### src/rtl/key_event_arbiter_if.sv
// Event channel from the key arbiter to its single consumer.
// A transfer happens on a rising clock edge where evt_valid && evt_ready; evt_valid/evt_id hold until then.
interface key_event_arbiter_if #(
    parameter int ID_W = 2
) ();
    logic            evt_valid;
    logic [ID_W-1:0] evt_id;
    logic            evt_ready;

    modport master (output evt_valid, output evt_id, input evt_ready);
    modport slave  (input evt_valid, input evt_id, output evt_ready);
endinterface

### src/rtl/key_event_arbiter.sv
// Latches debounced key press pulses, arbitrates round-robin among pending keys and
// queues winning key IDs in a small FIFO read over a valid/ready channel.
module key_event_arbiter #(
    parameter int N_KEYS     = 4,
    parameter int ID_W       = 2,
    parameter int FIFO_DEPTH = 4,
    parameter int CNT_W      = 8
) (
    input  logic                      sys_clk,
    input  logic                      sys_rst_n,
    input  logic [N_KEYS-1:0]         key_pulse,
    key_event_arbiter_if.master       evt,
    output logic [N_KEYS-1:0]         pending,
    output logic                      drop_o,
    output logic [CNT_W-1:0]          drop_cnt
);
    localparam int AW = (FIFO_DEPTH > 1) ? $clog2(FIFO_DEPTH) : 1;
    localparam int CW = AW + 1;
    localparam logic [CW-1:0]   DEPTH_C = CW'(FIFO_DEPTH);
    localparam logic [ID_W:0]   NK_C    = (ID_W+1)'(N_KEYS);
    localparam logic [ID_W-1:0] LAST_ID = ID_W'(N_KEYS - 1);

    logic [N_KEYS-1:0] pending_q, pending_d;
    logic [ID_W-1:0]   rr_ptr_q, rr_ptr_d;
    logic              drop_q, drop_d;
    logic [CNT_W-1:0]  drop_cnt_q, drop_cnt_d;
    logic [ID_W-1:0]   mem_q [FIFO_DEPTH];
    logic [ID_W-1:0]   mem_d [FIFO_DEPTH];
    logic [AW-1:0]     wr_ptr_q, wr_ptr_d;
    logic [AW-1:0]     rd_ptr_q, rd_ptr_d;
    logic [CW-1:0]     count_q, count_d;

    logic              can_push;
    logic              grant_vld;
    logic [ID_W-1:0]   grant_id;
    logic [ID_W:0]     scan;
    logic [N_KEYS-1:0] grant_vec;
    logic [N_KEYS-1:0] drop_vec;
    logic              push, pop;

    // Space is judged on the registered count only, so a same-cycle pop never frees a slot.
    assign can_push = (count_q != DEPTH_C);

    always_comb begin
        grant_vld = 1'b0;
        grant_id  = '0;
        scan      = '0;
        for (int k = 0; k < N_KEYS; k++) begin
            scan = {1'b0, rr_ptr_q} + (ID_W+1)'(k);
            if (scan >= NK_C) begin
                scan = scan - NK_C;
            end
            if (can_push && !grant_vld && pending_q[scan[ID_W-1:0]]) begin
                grant_vld = 1'b1;
                grant_id  = scan[ID_W-1:0];
            end
        end
    end

    always_comb begin
        grant_vec = '0;
        if (grant_vld) begin
            grant_vec = {{(N_KEYS-1){1'b0}}, 1'b1} << grant_id;
        end
        // A re-pulse of the granted key is kept as a fresh request, never dropped.
        drop_vec   = key_pulse & pending_q & ~grant_vec;
        pending_d  = (pending_q & ~grant_vec) | key_pulse;
        drop_d     = |drop_vec;
        drop_cnt_d = drop_cnt_q;
        if (drop_d && (drop_cnt_q != {CNT_W{1'b1}})) begin
            drop_cnt_d = drop_cnt_q + 1'b1;
        end
        rr_ptr_d = rr_ptr_q;
        if (grant_vld) begin
            rr_ptr_d = (grant_id == LAST_ID) ? '0 : grant_id + 1'b1;
        end
    end

    assign push = grant_vld;
    assign pop  = (count_q != '0) && evt.evt_ready;

    always_comb begin
        mem_d    = mem_q;
        wr_ptr_d = wr_ptr_q;
        rd_ptr_d = rd_ptr_q;
        count_d  = count_q;
        if (push) begin
            mem_d[wr_ptr_q] = grant_id;
            wr_ptr_d        = wr_ptr_q + 1'b1;
        end
        if (pop) begin
            rd_ptr_d = rd_ptr_q + 1'b1;
        end
        case ({push, pop})
            2'b10:   count_d = count_q + 1'b1;
            2'b01:   count_d = count_q - 1'b1;
            default: count_d = count_q;
        endcase
    end

    always_ff @(posedge sys_clk or negedge sys_rst_n) begin
        if (!sys_rst_n) begin
            pending_q  <= '0;
            rr_ptr_q   <= '0;
            drop_q     <= 1'b0;
            drop_cnt_q <= '0;
            wr_ptr_q   <= '0;
            rd_ptr_q   <= '0;
            count_q    <= '0;
            for (int i = 0; i < FIFO_DEPTH; i++) begin
                mem_q[i] <= '0;
            end
        end else begin
            pending_q  <= pending_d;
            rr_ptr_q   <= rr_ptr_d;
            drop_q     <= drop_d;
            drop_cnt_q <= drop_cnt_d;
            wr_ptr_q   <= wr_ptr_d;
            rd_ptr_q   <= rd_ptr_d;
            count_q    <= count_d;
            for (int i = 0; i < FIFO_DEPTH; i++) begin
                mem_q[i] <= mem_d[i];
            end
        end
    end

    assign evt.evt_valid = (count_q != '0);
    assign evt.evt_id    = (count_q != '0) ? mem_q[rd_ptr_q] : '0;
    assign pending       = pending_q;
    assign drop_o        = drop_q;
    assign drop_cnt      = drop_cnt_q;

endmodule

### src/flat_wrapper.sv
// flat-port wrapper written by rule: the top's interface ports become plain ports
module key_event_arbiter_flat 
#(
    parameter int N_KEYS     = 4,
    parameter int ID_W       = 2,
    parameter int FIFO_DEPTH = 4,
    parameter int CNT_W      = 8
)
  (sys_clk, sys_rst_n, key_pulse, pending, drop_o, drop_cnt, evt_evt_valid, evt_evt_id, evt_evt_ready);
  key_event_arbiter_if #(.ID_W(ID_W)) evt_i ();
  input  logic sys_clk;
  input  logic sys_rst_n;
  input  logic [N_KEYS-1:0] key_pulse;
  output logic [N_KEYS-1:0] pending;
  output logic drop_o;
  output logic [CNT_W-1:0] drop_cnt;
  output wire logic [$bits(evt_i.evt_valid)-1:0] evt_evt_valid;
  output wire logic [$bits(evt_i.evt_id)-1:0] evt_evt_id;
  input wire logic [$bits(evt_i.evt_ready)-1:0] evt_evt_ready;
  assign evt_evt_valid = evt_i.evt_valid;
  assign evt_evt_id = evt_i.evt_id;
  assign evt_i.evt_ready = evt_evt_ready;
  key_event_arbiter #(.N_KEYS(N_KEYS), .ID_W(ID_W), .FIFO_DEPTH(FIFO_DEPTH), .CNT_W(CNT_W)) u_core (.sys_clk(sys_clk), .sys_rst_n(sys_rst_n), .key_pulse(key_pulse), .evt(evt_i), .pending(pending), .drop_o(drop_o), .drop_cnt(drop_cnt));
endmodule
### config.mk
export PLATFORM = sky130hd
export DESIGN_NAME = key_event_arbiter_flat
export DESIGN_NICKNAME = d
export VERILOG_FILES = /design/src/rtl/key_event_arbiter_if.sv /design/src/rtl/key_event_arbiter.sv /design/src/flat_wrapper.sv
export SDC_FILE = /design/constraint.sdc
export NUM_CORES = 1
export LEC_CHECK = 0
export BUFFER_PORTS_ARGS = -buffer_cell sky130_fd_sc_hd__buf_4
export CORE_MARGIN = 3
export CORE_UTILIZATION = 60
export CTS_BUF_LIST = sky130_fd_sc_hd__clkbuf_2
export DETAILED_ROUTE_END_ITERATION = 10
export PLACE_DENSITY = 0.93
export SYNTH_ARGS = -nofsm -noshare
export SYNTH_HDL_FRONTEND = slang
export SYNTH_SLANG_ARGS = --single-unit
### constraint.sdc
create_clock -name sys_clk -period 8.15 [get_ports sys_clk]
set_clock_uncertainty 0.05 [all_clocks]
set_input_delay 1.2225 -clock sys_clk [delete_from_list [all_inputs] [get_ports sys_clk]]
set_output_delay 1.2225 -clock sys_clk [all_outputs]
set_load 0.02 [all_outputs]
==> tab_implementation.tex <==
\begin{tabular}{lr}
\hline
Metric & Value \\
\hline
\multicolumn{2}{l}{\textbf{Final layout}} \\
Sequential cell area in the final layout & 750.7 sq um \\
\# nets final & 198 \\
Filler-free cell count of the finished design & 210 \\
Final cell area excluding filler cells & 1906 sq um \\
Fraction of layout instances using a drive strength above 1 & 0.2389 \\
Commonest non-fill, non-tap cells in the layout & dfrtp\_1, buf\_4, nand2\_1 \\
Most common library cell in the layout ignoring fill and taps & dfrtp\_1 \\
Fillers & 181 \\
Antenna diode count & 0 \\
Multi-input gate area in the final layout & 863.3 sq um \\
Synthesis-to-finish area growth & 12.73\% \\
\multicolumn{2}{l}{\textbf{Synthesis}} \\
Netlist area before placement & 1690 sq um \\
Post-synthesis cell count & 158 \\
Share of the yosys chip area belonging to registers & 0.4441 \\
Ys Warns & 0 \\
Async set-reset flop share out of synthesis & 1.000 \\
Yosys top cell by area & dfrtp\_1 \\
Number of synthesized flops with an enable pin & 0 \\
Share of Yosys cell area claimed by the top area cell type & 0.4441 \\
Synth top area cells & dfrtp\_1, ha\_1, mux2\_2 \\
Synth unique cells & 39 \\
Dominant synthesized flop cell & dfrtp\_1 \\
\#FFs+latches synth & 30 \\
Syn\_nets & 176 \\
Mean post-synth cell area & 10.70 sq um \\
\multicolumn{2}{l}{\textbf{Worst hold path}} \\
Hold Path End & u\_core.mem\_q[6] \\
Origin of the worst min-delay path & u\_core.mem\_q[6] \\
Worst hold path depth & 1 \\
Worst min-delay path class & reg2reg \\
\multicolumn{2}{l}{\textbf{Global routing}} \\
First-pass GRT wire length & 5299 um \\
Number of antenna violations at the first check in global routing & 0 \\
GRT Util Overall & 0.2045 \\
Pin count of the biggest net entering global routing & 31 \\
Total grt overflow & 0 \\
Via count of the first global-routing pass & 1181 \\
\multicolumn{2}{l}{\textbf{Power and ir drop}} \\
Leakage dissipation & 0.8938 nW \\
Total power density per cell area & 468.0 nW/um\^{}2 \\
Peak supply drop & 342.6 uV \\
Final total power & 0.0008918 W \\
\multicolumn{2}{l}{\textbf{Placement}} \\
I/O Buffers & 22 \\
Cell Area, Placed & 1847 sq um \\
Final Wtd Congestion & 0.8457 \\
Post-placement cell count & 203 \\
Minimum setup slack after placement & 5.286 ns \\
Detail Placement HPWL & 2390 um \\
\multicolumn{2}{l}{\textbf{Clock network}} \\
Clk Tree Root Cell & clkbuf\_2 \\
Clk slew on worst S/H paths & 0.14 ns \\
Clock tree from TritonCTS & built \\
Post-CTS setup-driven buffer insertion count & 0 \\
TritonCTS sink count & 30 \\
Worst-Skew Late Latency & 0.37 ns \\
Hold\_buf cts & 0 \\
Buffer depth of the longest clock path & 2 \\
Clock buffer count from CTS & 5 \\
Post-cts repair resize count & 0 \\
Max H-tree Level & 2 \\
\multicolumn{2}{l}{\textbf{Detailed routing}} \\
DR iter-0 viols & 49 \\
Count of nets left with antenna violations after detail routing & 0 \\
Sum of routed wire length over all layers & 3144 um \\
DRC Markers & 0 \\
Final routed wire length divided by cell count & 14.97 um \\
Pre-antenna DRT Iters & 5 \\
Vias & 1243 \\
Mean number of vias per cell & 5.919 \\
\multicolumn{2}{l}{\textbf{Timing}} \\
Worst-margin pin slew & 0.4289 ns \\
Number of setup violations in the final report & 0 \\
Maximum operating frequency & 0.3352 GHz \\
Setup repair after global routing missed its margin & no \\
Final period util & 0.3660 \\
Time the worst path needs with I/O delays and setup & 2.983 ns \\
Count of endpoints failing hold in the final timing report & 0 \\
Setup\_tns & 0 ns \\
Worst setup slack after layout & 5.167 ns \\
Max-slew violation total from the final report & 0 \\
Headroom to the max-slew limit & 0.7122 \\
\multicolumn{2}{l}{\textbf{Status}} \\
Result of the run & complete, no violations \\
\multicolumn{2}{l}{\textbf{Setup path}} \\
Sort of element at the start of the critical path & flip-flop \\
Flop2flop setup slack & 5.24 ns \\
Data required time of the critical path & 6.88 ns \\
Worst r2r src & u\_core.pending[3] \\
Worst Setup Path Type & reg2out \\
Crit Path Max Fanout & 4 \\
Number of cells on the worst reg-to-reg path & 9 \\
Data arrival at the endpoint of the critical path & 1.71 ns \\
R2R Path End & u\_core.drop\_cnt[1] \\
CP endpoint kind & primary output \\
\multicolumn{2}{l}{\textbf{Die}} \\
X dimension of the die & 59.08 um \\
Total Die Area & 3490 sq um \\
Standard-cell rows & 18 \\
Die height & 59.08 um \\
Number of top-level design ports & 23 \\
Core ar. & 2567 sq um \\
Initial cell density of the core & 0.6584 \\
\multicolumn{2}{l}{\textbf{Flow run}} \\
Number of maximum-capacitance constraint violations & 0 \\
\hline
\end{tabular}
[sequential cells by signal, summed over array words and instances (netlist names)]
name / cells
u_core.mem_q: 8
u_core.count_q: 3
u_core.rr_ptr_q: 2
u_core.drop_cnt: 8
u_core.pending: 4
u_core.drop_o: 1
u_core.rd_ptr_q: 2
u_core.wr_ptr_q: 2
[cell usage after synthesis (all sizes together), types with 3 or more instances]
| cell type | number |
|---|---|
| nand2 | 17 |
| nand3b | 4 |
| a21o | 4 |
| mux2 | 9 |
| clkbuf | 3 |
| inv | 8 |
| buf | 4 |
| o21ai | 8 |
| and2 | 5 |
| xor2 | 7 |
| xnor2 | 4 |
| a21oi | 5 |
| nor2b | 3 |
| dfrtp | 30 |
| nor2 | 8 |
| ha | 10 |
[power breakdown]
part	internal, W	switching (W)
Combinational	0.000237	0.000249
Sequential	0.000224	0.0000824
Clock	0.0000494	0.0000495
[kinds of logic after synthesis]
kind of cell,Yosys count,share of synthesized area
fa+ha+maj,11,0.08586
xor+xnor,11,0.05699
simple gates,52,0.1599
flops,30,0.4441
mux,12,0.09252
compound gates,27,0.1155
buf+inv,15,0.04515
[metal layers]
metal / wire length (um) / global-route usage / share of wire
met1: 1352 / 0.2493 / 0.43
met4: 47 / 0.08738 / 0.015
met2: 1568 / 0.3423 / 0.50
met5: 0 / 0 / 0
met3: 175 / 0.05229 / 0.056
[through the flow]
| stage | hold WS (ns) | utilization |
|---|---|---|
| 6_report | 0.4719 | 0.7422 |
| 3_3_place_gp | 0.4091 | 0.7193 |
| 4_1_cts | 0.4741 | 0.7422 |
| 2_1_floorplan | 0.3958 | - |
| 3_5_place_dp | 0.4435 | 0.7193 |
| 5_1_grt | 0.4867 | 0.7422 |
[final cells by class]
class	instances	area share
multi-input cells	113	0.4531
flip-flops and latches	30	0.3940
repair buffers	22	0.08667
well taps	30	0.01970
clock inverters	2	0.01773
inverters	8	0.01576
clock buffers	5	0.01313
[worst max-delay path: stages (launching register included)]
cell and delay (ns):
dfrtp_1 0.48, mux4_2 0.54, and2_1 0.18, buf_4 0.15
[worst max-delay path by stage]
stage | from | end | depth (start not counted)
2_1_floorplan | u_core.pending[3] | u_core.drop_cnt[1] | 11
3_3_place_gp | u_core.rr_ptr_q[1] | u_core.drop_cnt[1] | 10
3_5_place_dp | u_core.rr_ptr_q[1] | u_core.drop_cnt[1] | 9
4_1_cts | u_core.rd_ptr_q[0] | evt_evt_id[0] | 3
5_1_grt | u_core.rr_ptr_q[1] | u_core.drop_cnt[1] | 10
6_report | u_core.rd_ptr_q[0] | evt_evt_id[0] | 3
(Power assumes the default switching activity.)
